File: src/rtl/mod_reduce_pkg.sv
// -----------------------------------------------------------------------------
// mod_reduce_pkg
// Shared definitions for the multiplier-family sequential blocks:
//   - state_t   : IDLE / ITER / DONE control-state encoding
//   - cnt_width : width of the step counter for a given operand width,
//                 $clog2(2*dw)+1, wide enough to hold 2*dw itself
// -----------------------------------------------------------------------------
package mod_reduce_pkg;

   typedef enum logic [1:0] {
      ST_IDLE = 2'd0,
      ST_ITER = 2'd1,
      ST_DONE = 2'd2
   } state_t;

   function automatic int cnt_width(input int dw);
      return $clog2(2 * dw) + 1;
   endfunction

endpackage

File: src/rtl/mod_reduce_if.sv
// -----------------------------------------------------------------------------
// mod_reduce_if
// Level-held op_enable / op_finish handshake plus operand and result buses.
//   master : drives op_enable, in_dividend, in_modulus; observes the results
//   slave  : the reducer; drives out_quotient, out_remainder, div_by_zero,
//            op_finish
// -----------------------------------------------------------------------------
interface mod_reduce_if #(
   parameter int DATA_WIDTH = 32
);
   import mod_reduce_pkg::*;

   logic                      op_enable;
   logic [2*DATA_WIDTH-1:0]   in_dividend;
   logic [DATA_WIDTH-1:0]     in_modulus;
   logic [2*DATA_WIDTH-1:0]   out_quotient;
   logic [DATA_WIDTH-1:0]     out_remainder;
   logic                      div_by_zero;
   logic                      op_finish;

   modport master (
      output op_enable, in_dividend, in_modulus,
      input  out_quotient, out_remainder, div_by_zero, op_finish
   );

   modport slave (
      input  op_enable, in_dividend, in_modulus,
      output out_quotient, out_remainder, div_by_zero, op_finish
   );

endinterface

File: src/rtl/mod_reduce_cond_sub.sv
// -----------------------------------------------------------------------------
// cond_sub
// Ripple-borrow subtractor a - b with a result mux: returns a - b when a >= b
// (no borrow out), otherwise returns a unchanged.
//   i_a, i_b  : WIDTH-bit unsigned operands
//   o_result  : conditionally reduced value
//   o_borrow  : 1 when a < b
// -----------------------------------------------------------------------------
module cond_sub #(
   parameter int WIDTH = 5
) (
   input  logic [WIDTH-1:0] i_a,
   input  logic [WIDTH-1:0] i_b,
   output logic [WIDTH-1:0] o_result,
   output logic             o_borrow
);

   logic [WIDTH:0]   w_bc;
   logic [WIDTH-1:0] w_diff;

   assign w_bc[0] = 1'b0;

   genvar gi;
   for (gi = 0; gi < WIDTH; gi++) begin : g_bit
      assign w_diff[gi]   = i_a[gi] ^ i_b[gi] ^ w_bc[gi];
      assign w_bc[gi + 1] = (~i_a[gi] & i_b[gi]) | (~(i_a[gi] ^ i_b[gi]) & w_bc[gi]);
   end

   // The borrow-out doubles as the a < b comparison.
   assign o_borrow = w_bc[WIDTH];
   assign o_result = o_borrow ? i_a : w_diff;

endmodule

File: src/rtl/mod_reduce.sv
// -----------------------------------------------------------------------------
// mod_reduce
// Sequential restoring divider: reduces a 2*DATA_WIDTH dividend by a
// DATA_WIDTH modulus, one quotient bit per clock.
//   i_clk   : clock, all logic on posedge
//   i_rst_n : synchronous active-low reset
//   bus     : mod_reduce_if.slave (op_enable, in_dividend, in_modulus in;
//             out_quotient, out_remainder, div_by_zero, op_finish out)
// A zero modulus finishes in one edge with quotient all ones, remainder =
// low half of the dividend and div_by_zero set. Dropping op_enable aborts
// or releases the result and clears every output on the next edge.
// -----------------------------------------------------------------------------
module mod_reduce
   import mod_reduce_pkg::*;
#(
   parameter int DATA_WIDTH = 32
) (
   input  logic         i_clk,
   input  logic         i_rst_n,
   mod_reduce_if.slave  bus
);

   localparam int DW2   = 2 * DATA_WIDTH;
   localparam int CNT_W = cnt_width(DATA_WIDTH);
   localparam logic [CNT_W-1:0] LAST_CNT = CNT_W'(DW2 - 1);

   state_t                  r_state,  w_state_nxt;
   logic [DW2-1:0]          r_d,      w_d_nxt;
   logic [DATA_WIDTH-1:0]   r_m,      w_m_nxt;
   logic [DATA_WIDTH:0]     r_r,      w_r_nxt;
   logic [DW2-1:0]          r_q,      w_q_nxt;
   logic [CNT_W-1:0]        r_cnt,    w_cnt_nxt;
   logic [DW2-1:0]          r_quot,   w_quot_nxt;
   logic [DATA_WIDTH-1:0]   r_rem,    w_rem_nxt;
   logic                    r_dbz,    w_dbz_nxt;
   logic                    r_fin,    w_fin_nxt;

   logic                    w_clear;
   logic [DATA_WIDTH:0]     w_r_shift;
   logic [DATA_WIDTH:0]     w_sub_res;
   logic                    w_borrow;
   logic [DW2-1:0]          w_q_step;

   // R stays below M between steps, so the top bit of R is always 0 and the
   // shifted value {R, D[MSB]} fits in DATA_WIDTH+1 bits.
   assign w_r_shift = (DATA_WIDTH + 1)'({r_r, r_d[DW2-1]});

   cond_sub #(
      .WIDTH (DATA_WIDTH + 1)
   ) u_cond_sub (
      .i_a      (w_r_shift),
      .i_b      ({1'b0, r_m}),
      .o_result (w_sub_res),
      .o_borrow (w_borrow)
   );

   assign w_q_step = {r_q[DW2-2:0], ~w_borrow};

   // Next-state and next-datapath decode for the IDLE/ITER/DONE sequencer.
   always_comb begin
      w_state_nxt = r_state;
      w_d_nxt     = r_d;
      w_m_nxt     = r_m;
      w_r_nxt     = r_r;
      w_q_nxt     = r_q;
      w_cnt_nxt   = r_cnt;
      w_quot_nxt  = r_quot;
      w_rem_nxt   = r_rem;
      w_dbz_nxt   = r_dbz;
      w_fin_nxt   = r_fin;
      w_clear     = 1'b0;

      case (r_state)
         ST_IDLE: begin
            if (bus.op_enable && (bus.in_modulus == '0)) begin
               w_state_nxt = ST_DONE;
               w_quot_nxt  = '1;
               w_rem_nxt   = bus.in_dividend[DATA_WIDTH-1:0];
               w_dbz_nxt   = 1'b1;
               w_fin_nxt   = 1'b1;
            end else if (bus.op_enable) begin
               w_state_nxt = ST_ITER;
               w_d_nxt     = bus.in_dividend;
               w_m_nxt     = bus.in_modulus;
               w_r_nxt     = '0;
               w_q_nxt     = '0;
               w_cnt_nxt   = '0;
            end else begin
               w_clear = 1'b1;
            end
         end
         ST_ITER: begin
            if (!bus.op_enable) begin
               w_clear = 1'b1;
            end else begin
               w_d_nxt   = {r_d[DW2-2:0], 1'b0};
               w_r_nxt   = w_sub_res;
               w_q_nxt   = w_q_step;
               w_cnt_nxt = r_cnt + {{(CNT_W-1){1'b0}}, 1'b1};
               if (r_cnt == LAST_CNT) begin
                  w_state_nxt = ST_DONE;
                  w_quot_nxt  = w_q_step;
                  w_rem_nxt   = w_sub_res[DATA_WIDTH-1:0];
                  w_fin_nxt   = 1'b1;
               end else begin
                  w_state_nxt = ST_ITER;
               end
            end
         end
         ST_DONE: begin
            if (!bus.op_enable) begin
               w_clear = 1'b1;
            end else begin
               w_state_nxt = ST_DONE;
            end
         end
         default: begin
            w_clear = 1'b1;
         end
      endcase

      // Abort, release and illegal-state recovery all land in a clean IDLE.
      if (w_clear) begin
         w_state_nxt = ST_IDLE;
         w_d_nxt     = '0;
         w_m_nxt     = '0;
         w_r_nxt     = '0;
         w_q_nxt     = '0;
         w_cnt_nxt   = '0;
         w_quot_nxt  = '0;
         w_rem_nxt   = '0;
         w_dbz_nxt   = 1'b0;
         w_fin_nxt   = 1'b0;
      end else begin
         w_state_nxt = w_state_nxt;
      end
   end

   // State and datapath registers with synchronous active-low reset.
   always_ff @(posedge i_clk) begin
      if (!i_rst_n) begin
         r_state <= ST_IDLE;
         r_d     <= '0;
         r_m     <= '0;
         r_r     <= '0;
         r_q     <= '0;
         r_cnt   <= '0;
         r_quot  <= '0;
         r_rem   <= '0;
         r_dbz   <= 1'b0;
         r_fin   <= 1'b0;
      end else begin
         r_state <= w_state_nxt;
         r_d     <= w_d_nxt;
         r_m     <= w_m_nxt;
         r_r     <= w_r_nxt;
         r_q     <= w_q_nxt;
         r_cnt   <= w_cnt_nxt;
         r_quot  <= w_quot_nxt;
         r_rem   <= w_rem_nxt;
         r_dbz   <= w_dbz_nxt;
         r_fin   <= w_fin_nxt;
      end
   end

   assign bus.out_quotient  = r_quot;
   assign bus.out_remainder = r_rem;
   assign bus.div_by_zero   = r_dbz;
   assign bus.op_finish     = r_fin;

endmodule

File: src/flat_wrapper.sv
// flat-port wrapper written by rule: the top's interface ports become plain ports
module mod_reduce_flat import mod_reduce_pkg::*;
#(
   parameter int DATA_WIDTH = 32
)
  (i_clk, i_rst_n, bus_op_enable, bus_in_dividend, bus_in_modulus, bus_out_quotient, bus_out_remainder, bus_div_by_zero, bus_op_finish);
  mod_reduce_if #(.DATA_WIDTH(DATA_WIDTH)) bus_i ();
  input  logic i_clk;
  input  logic i_rst_n;
  input wire logic [$bits(bus_i.op_enable)-1:0] bus_op_enable;
  input wire logic [$bits(bus_i.in_dividend)-1:0] bus_in_dividend;
  input wire logic [$bits(bus_i.in_modulus)-1:0] bus_in_modulus;
  output wire logic [$bits(bus_i.out_quotient)-1:0] bus_out_quotient;
  output wire logic [$bits(bus_i.out_remainder)-1:0] bus_out_remainder;
  output wire logic [$bits(bus_i.div_by_zero)-1:0] bus_div_by_zero;
  output wire logic [$bits(bus_i.op_finish)-1:0] bus_op_finish;
  assign bus_i.op_enable = bus_op_enable;
  assign bus_i.in_dividend = bus_in_dividend;
  assign bus_i.in_modulus = bus_in_modulus;
  assign bus_out_quotient = bus_i.out_quotient;
  assign bus_out_remainder = bus_i.out_remainder;
  assign bus_div_by_zero = bus_i.div_by_zero;
  assign bus_op_finish = bus_i.op_finish;
  mod_reduce #(.DATA_WIDTH(DATA_WIDTH)) u_core (.i_clk(i_clk), .i_rst_n(i_rst_n), .bus(bus_i));
endmodule
File: config.mk
export PLATFORM = sky130hd
export DESIGN_NAME = mod_reduce_flat
export DESIGN_NICKNAME = d
export VERILOG_FILES = /design/src/rtl/mod_reduce_pkg.sv /design/src/rtl/mod_reduce_if.sv /design/src/rtl/mod_reduce_cond_sub.sv /design/src/rtl/mod_reduce.sv /design/src/flat_wrapper.sv
export SDC_FILE = /design/constraint.sdc
export NUM_CORES = 1
export LEC_CHECK = 0
export ABC_AREA = 0
export CORE_MARGIN = 1
export CORE_UTILIZATION = 35
export CTS_CLUSTER_DIAMETER = 120
export DETAILED_ROUTE_END_ITERATION = 8
export MAX_ROUTING_LAYER = met4
export PLACE_DENSITY = 0.61
export RECOVER_POWER = 100
export SYNTH_ARGS = -nofsm -noshare
export SYNTH_HDL_FRONTEND = slang
export SYNTH_SLANG_ARGS = --single-unit
File: constraint.sdc
create_clock -name i_clk -period 29.9 [get_ports i_clk]
set_input_delay 5.98 -clock i_clk [delete_from_list [all_inputs] [get_ports i_clk]]
set_output_delay 5.98 -clock i_clk [all_outputs]
set_load 0.005 [all_outputs]
==> run_results.csv, run 1 <==
group,metric,value,unit
detailed_routing,drt-initial-drc-count,606,
placed_design,dp.cells,1920,
cts,cts_tree,"done",
cells_and_area,area_growth,25.87,%
setup_path,reg2reg_depth,39,
grt,grt.total_usage,18.70,%
timing,slew_viol_final,403,
setup_path,worstSetupEndpointType,"flip-flop",
setup_path,cp_max_fo,64,
grt,grt.overflow.total,0,
synth,yosysWarnings,0,
timing,slew_headroom,-608.4,%
min_path,hp-class,"reg -> reg",
timing,clock_skew,0.02582,ns
cts,clock_latency,0.52,ns
detailed_routing,wirelength,34.17,mm
detailed_routing,dr.pass1.iters,7,
run,maxCapViolCount,5,
detailed_routing,drc,24,
setup_path,startpoint_type,"flip-flop",
floorplanning,dieHeight,192.8,um
synth,ys_seq_area_share,46.80,%
grt,grt_start_max_net_pins,233,
cts,clk_pin_slew,0.06,ns
synth,synth-edff-count,0,
cells_and_area,multi_input_area,5881,sq um
cells_and_area,most-common-layout-cells,"dfxtp_1, nor2_1, a21oi_1, nand2_1, dlygate4sd3_1",
cells_and_area,regArea,5966,sq um
min_path,hold_end,"u_core.bus.op_finish",
placed_design,hpwl,20.80,mm
placed_design,gpl.final_weighted_congestion,0.8150,
cells_and_area,fin_util,44.89,%
timing,fin_crit,18.37,ns
timing,max_clock_freq,0.05443,GHz
floorplanning,die_area,37180,sq um
placed_design,post-place-ws,13.40,ns
synth,syn_area,12750,sq um
timing,worst_pin_slew,10.63,ns
synth,synth_area_per_cell,9.263,sq um
timing,setup-violations-final,0,
floorplanning,die_w,192.8,um
synth,ys_seq_elements,298,
power,leakage,0.006160,uW
power,ir_worst_vdd,66.22,uV
floorplanning,core,35740,sq um
cts,max-clock-path-buffers,3,
setup_path,worstSetupPathType,"reg -> reg",
cells_and_area,final_nets,1632,
timing,hold_violations,0,
setup_path,required,29.87,ns
min_path,hp-start,"u_core.bus.op_finish",
timing,rsz0062_at_grt,"no",
grt,antenna_found_initial,1,
timing,period_share,61.45,%
setup_path,crit_path_max_incr_delay,2.44,ns
synth,syn_inst,1376,
detailed_routing,vias_per_cell,5.266,
floorplanning,start_util,35.66,%
floorplanning,fp-row-count,69,
detailed_routing,antenna_left,0,
setup_path,timing.rr.start,"u_core.r_d[63]",
detailed_routing,vias,10440,
synth,synthArstFlopShare,0,%
min_path,hold_depth,1,
synth,synth_fp_nets,1512,
outcome,violations,"design-rule violations, max-capacitance violations, max-slew violations",
setup_path,reg2reg_slack,11.53,ns
setup_path,arrival,18.34,ns
placed_design,port_buffers,196,
cts,cts_setup_buffers,0,
cts,cts-root-buf,"clkbuf_16",
setup_path,cp_slowest_cell,"or2_0",
grt,grt_pass1_wl,54.17,mm
cts,cts_sinks,298,
outcome,status,"complete, but fails checks",
power,power_density,64.70,nW/um^2
cts,htree_levels,2,
cts,cts_resized,0,
cells_and_area,instances_no_fill,1982,
setup_path,timing.rr.end,"u_core.bus.out_remainder[8]",
cells_and_area,layout-drive-gt1-share,5.066,%
timing,finalSetupTns,0,ns
cells_and_area,final_common_cell,"dfxtp_1",
grt,grt_pass1_vias,10080,
synth,yosysUniqueCellTypes,47,
cells_and_area,fillerInstances,3477,
cts,numCtsBuffers,35,
cts,cts_hold_buf,0,
synth,synthFlopType,"dfxtp_1",
floorplanning,io-pin-count,197,
setup_path,cpMostUsedCell,"fa_1",
timing,layout_setup_ws,11.53,ns
detailed_routing,wl_per_cell,17.24,um
-- worst max path at each step --
stage / from / to / slack, ns / depth (start not counted)
4_1_cts: u_core.r_d[63] / u_core.bus.out_remainder[31] / 13.34 / 39
6_report: u_core.r_d[63] / u_core.bus.out_remainder[8] / 11.53 / 39
3_3_place_gp: u_core.r_d[63] / u_core.bus.out_remainder[31] / 13.56 / 39
3_5_place_dp: u_core.r_d[63] / u_core.bus.out_remainder[31] / 13.40 / 39
5_1_grt: u_core.r_d[63] / u_core.bus.out_remainder[8] / 10.47 / 39
2_1_floorplan: u_core.r_d[63] / u_core.bus.out_remainder[23] / 14.41 / 40
-- final cells by class --
| type | count | area share [%] |
|---|---|---|
| Clock buffer | 44 | 6.177 |
| Inverter | 99 | 2.316 |
| Clock inverter | 17 | 1.334 |
| Antenna cell | 1 | 0.01560 |
| Timing Repair Buffer | 208 | 12.72 |
| Multi-Input combinational cell | 854 | 36.66 |
| Sequential cell | 298 | 37.19 |
| Tap cell | 461 | 3.595 |
-- stage by stage --
step	instance area, sq um	power (uW)	hold WS (ns)
floorplan	12750	547.9	0.4372
global placement	14890	602.9	0.4471
detailed placement	14890	604.1	0.4507
CTS	16100	1051	0.4590
global route	16040	1089	0.4953
finish	16040	1038	0.4605
-- state kept, by name (all words and copies together) (netlist names) --
signal and flops:
u_core.bus.op_finish 1, u_core.bus.out_quotient 64, u_core.bus.out_remainder 32, u_core.bus.div_by_zero 1
u_core.r_state 2, u_core.r_r 32, u_core.r_cnt 7, u_core.r_q 63
u_core.r_d 64, u_core.r_m 32
-- kinds of logic after synthesis --
logic type                 share of synthesized area [%]
AOI/OAI and AO/OA                                  23.58
DFF                                                46.80
and+or+nand+nor                                    11.63
buffers and inverters                              7.411
adders and majority gates                          5.458
muxes                                              5.114
-- report_power, final --
group | switching (uW) | internal (uW) | total [uW] | leakage [uW]
Combinational | 104 | 68.0 | 172 | 0.00316
Sequential | 9.86 | 414 | 424 | 0.00242
Clock | 172 | 271 | 443 | 0.000586
Total | 286 | 752 | 1040 | 0.00616
-- worst max-delay path: cells and delay by family (launching register included) --
family	cells	cell delay [ns]
fa+ha+maj	32	14.21
simple gates	3	2.75
compound gates	2	0.36
flops	1	0.36
buf+inv	2	0.13
-- routing by layer --
metal / global-route usage [%] / up-vias / part of all wire [%]
li1: - / 5114 / -
met1: 25.26 / 5020 / 47
met2: 28.03 / 255 / 45
met3: 3.892 / 48 / 6.2
met4: 5.391 / 0 / 1.9
met5: - / - / 0
-- synthesized netlist by cell type, types with 34 or more instances --
cell / n / share of area, %
nand2_1: 107 / 3.2
nor2b_1: 34 / 1.7
mux2i_1: 64 / 5.0
a211oi_1: 97 / 5.7
inv_1: 99 / 2.9
nor3_1: 34 / 1.3
a22o_1: 64 / 4.4
a21oi_1: 134 / 5.3
buf_2: 47 / 1.8
dfxtp_1: 298 / 47
clkbuf_1: 66 / 1.9
a311oi_1: 64 / 4.4
nor2_1: 134 / 3.9
No activity file was read; power rests on OpenSTA's default activity.
==> run 2: changes to the inputs <==
PLACE_DENSITY = 0.63   (was 0.61)
clock period = 15.8 ns   (was 29.9 ns; I/O delays follow)
==> run 2 against run 1 <==
The run still ends with design-rule violations, max-capacitance violations, max-slew violations left. Die area unchanged. Sequential share of layout area decreased by 0.078 points. Register-to-register slack got worse by 11 ns. Largest cell class unchanged. Sequential cell count unchanged. Critical path depth unchanged. Power increased by 87%. Maximum frequency increased by 21%. Via count increased by 0.57%. Clock-buffer cell count increased by 6. Global-route usage increased by 0.32 points. Largest power group is now sequential cells.
==> run_results.csv, run 2 (synthesis gave the netlist of run 1 again) <==
group,metric,value,unit
detailed_routing,antenna_left,0,
floorplanning,dieHeight,192.8,um
cts,max-clock-path-buffers,3,
setup_path,crit_buf_inv,3,
outcome,violations,"design-rule violations, max-capacitance violations, max-slew violations",
timing,hold_violations,0,
min_path,hp-class,"reg -> reg",
cts,cts-root-buf,"clkbuf_16",
cells_and_area,final_nets,1637,
timing,slew_viol_final,442,
power,swShare,27.73,%
power,power_density,120.8,nW/um^2
floorplanning,fp-row-count,69,
setup_path,cpMostUsedCell,"fa_1",
placed_design,dp.cells,1923,
setup_path,worstSetupEndpointType,"flip-flop",
cells_and_area,layout-drive-gt1-share,5.570,%
setup_path,timing.rr.start,"u_core.r_d[63]",
setup_path,cp_slowest_cell,"fa_1",
floorplanning,io-pin-count,197,
detailed_routing,vias,10500,
floorplanning,core,35740,sq um
placed_design,hpwl,20.89,mm
placed_design,postPlaceCellArea,14940,sq um
setup_path,reg2reg_depth,39,
setup_path,required,16.21,ns
grt,grt.total_usage,19.02,%
setup_path,worstSetupPathType,"reg -> reg",
timing,worst_pin_slew,4.951,ns
timing,slew_headroom,-230.1,%
floorplanning,start_util,35.66,%
floorplanning,die_w,192.8,um
cells_and_area,most-common-layout-cells,"dfxtp_1, nor2_1, a21oi_1, nand2_1, dlygate4sd3_1",
run,maxCapViolCount,8,
min_path,hold_end,"u_core.r_d[0]",
cells_and_area,instances_no_fill,1988,
power,leakage,0.006169,uW
grt,grt.overflow.total,0,
setup_path,worst_path_dominant_cell_family,"adder cells",
cts,numCtsBuffers,35,
setup_path,reg2reg_slack,0.56,ns
timing,max_clock_freq,0.06562,GHz
setup_path,timing.rr.end,"u_core.bus.out_remainder[14]",
detailed_routing,wl_per_cell,17.37,um
detailed_routing,drc,24,
placed_design,port_buffers,196,
grt,grt_pass1_vias,10330,
power,ir_worst_vdd,86.96,uV
detailed_routing,dr.pass1.iters,6,
timing,period_share,96.45,%
power,intPower,1404,uW
grt,grt_start_max_net_pins,234,
timing,clock_skew,0.02136,ns
setup_path,cp_max_fo,16,
grt,grt_pass1_wl,55.23,mm
cells_and_area,area_growth,26.13,%
power,p_clk_share,41.0,%
placed_design,gpl.final_weighted_congestion,0.7979,
setup_path,startpoint_type,"flip-flop",
setup_path,arrival,15.65,ns
cts,cts_sinks,298,
cells_and_area,final_common_cell,"dfxtp_1",
cts,htree_levels,2,
min_path,hp-start,"u_core.r_d[0]",
setup_path,crit_path_max_incr_delay,0.48,ns
detailed_routing,vias_per_cell,5.280,
timing,setup-violations-final,0,
power,switching_power,538.7,uW
cts,cts_tree,"done",
cts,clk_pin_slew,0.06,ns
cts,clock_latency,0.51,ns
detailed_routing,drt-initial-drc-count,527,
floorplanning,die_area,37180,sq um
min_path,hold_depth,2,
outcome,status,"complete, but fails checks",
grt,antenna_found_initial,1,
power,combPwrFrac,17.8,%
power,p_seq_share,41.2,%
timing,fin_crit,15.24,ns
cells_and_area,design_area,16080,sq um
detailed_routing,wirelength,34.54,mm
==> run 2: changes by cell type in the layout (fill, tap and decap cells not counted), sizes merged <==
| cell | delta |
|---|---|
| clkinvlp | -3 |
| buf | -1 |
| clkinv | +1 |
| bufbuf | +1 |
| clkbuf | +11 |
| bufinv | -3 |
==> run 2: what timing repair did <==
item | in CTS | in global routing
hold buffers | 0 | 0
gates resized for setup | 4 | 8
buffers inserted | 0 | 1
endpoints found under the setup margin | 20 | 65
pin swaps | 0 | 1
cloned | 1 | 0
==> run 2: cell type report <==
class,count,area [sq um]
antenna,1,2.502
clock buffer,50,1044
clock inverter,12,110.1
fill,3448,19670
inverter,99,371.6
multi-input combinational,854,5883
sequential,298,5966
tap,461,576.8
timing repair buffer,213,2123
==> run 2: worst max path at each step <==
stage,cells past startpoint,start,slack [ns],end
floorplan,40,u_core.r_d[63],0.31,u_core.bus.out_remainder[23]
global placement,39,u_core.r_d[63],0.08,u_core.bus.out_remainder[31]
detailed placement,39,u_core.r_d[63],-0.1,u_core.bus.out_remainder[31]
CTS,39,u_core.r_d[63],0.01,u_core.bus.out_remainder[8]
global route,39,u_core.r_d[63],-0.009,u_core.bus.out_remainder[4]
finish,39,u_core.r_d[63],0.56,u_core.bus.out_remainder[14]
==> run 2: worst min-delay path: stages, from the launching register on <==
cell and delay, ns:
dfxtp_1 0.31, nand2_1 0.05, a21oi_1 0.05
==> run 2: stage by stage <==
step | TNS [ns] | worst slack (ns) | hold slack [ns] | total power [uW] | utilization [%]
finish | 0 | 0.5607 | 0.4617 | 1943 | 44.98
floorplan | 0 | 0.3062 | 0.4372 | 1037 | -
global placement | 0 | 0.07850 | 0.4454 | 1151 | 41.80
global route | -0.01871 | -0.009171 | 0.4847 | 2039 | 44.98
detailed placement | -1.147 | -0.09775 | 0.4531 | 1153 | 41.80
CTS | 0 | 0.009912 | 0.4610 | 1967 | 45.14
==> run 2: layer usage <==
layer  routed length (um)  vias up  track usage [%]
met5                    0        -                -
met4                  592        0            5.058
met3                 1929       37            3.655
met2                15730      231            29.56
met1                16290     5096            25.16
li1                     -     5132                -
==> run 2: power by group through the flow <==
stage / combinational, uW / clock, uW / sequential (uW)
6_report: 345 / 796 / 801
5_1_grt: 385 / 849 / 804
4_1_cts: 347 / 818 / 802
2_1_floorplan: 224 / 0 / 813
3_5_place_dp: 335 / 0 / 818
3_3_place_gp: 334 / 0 / 817
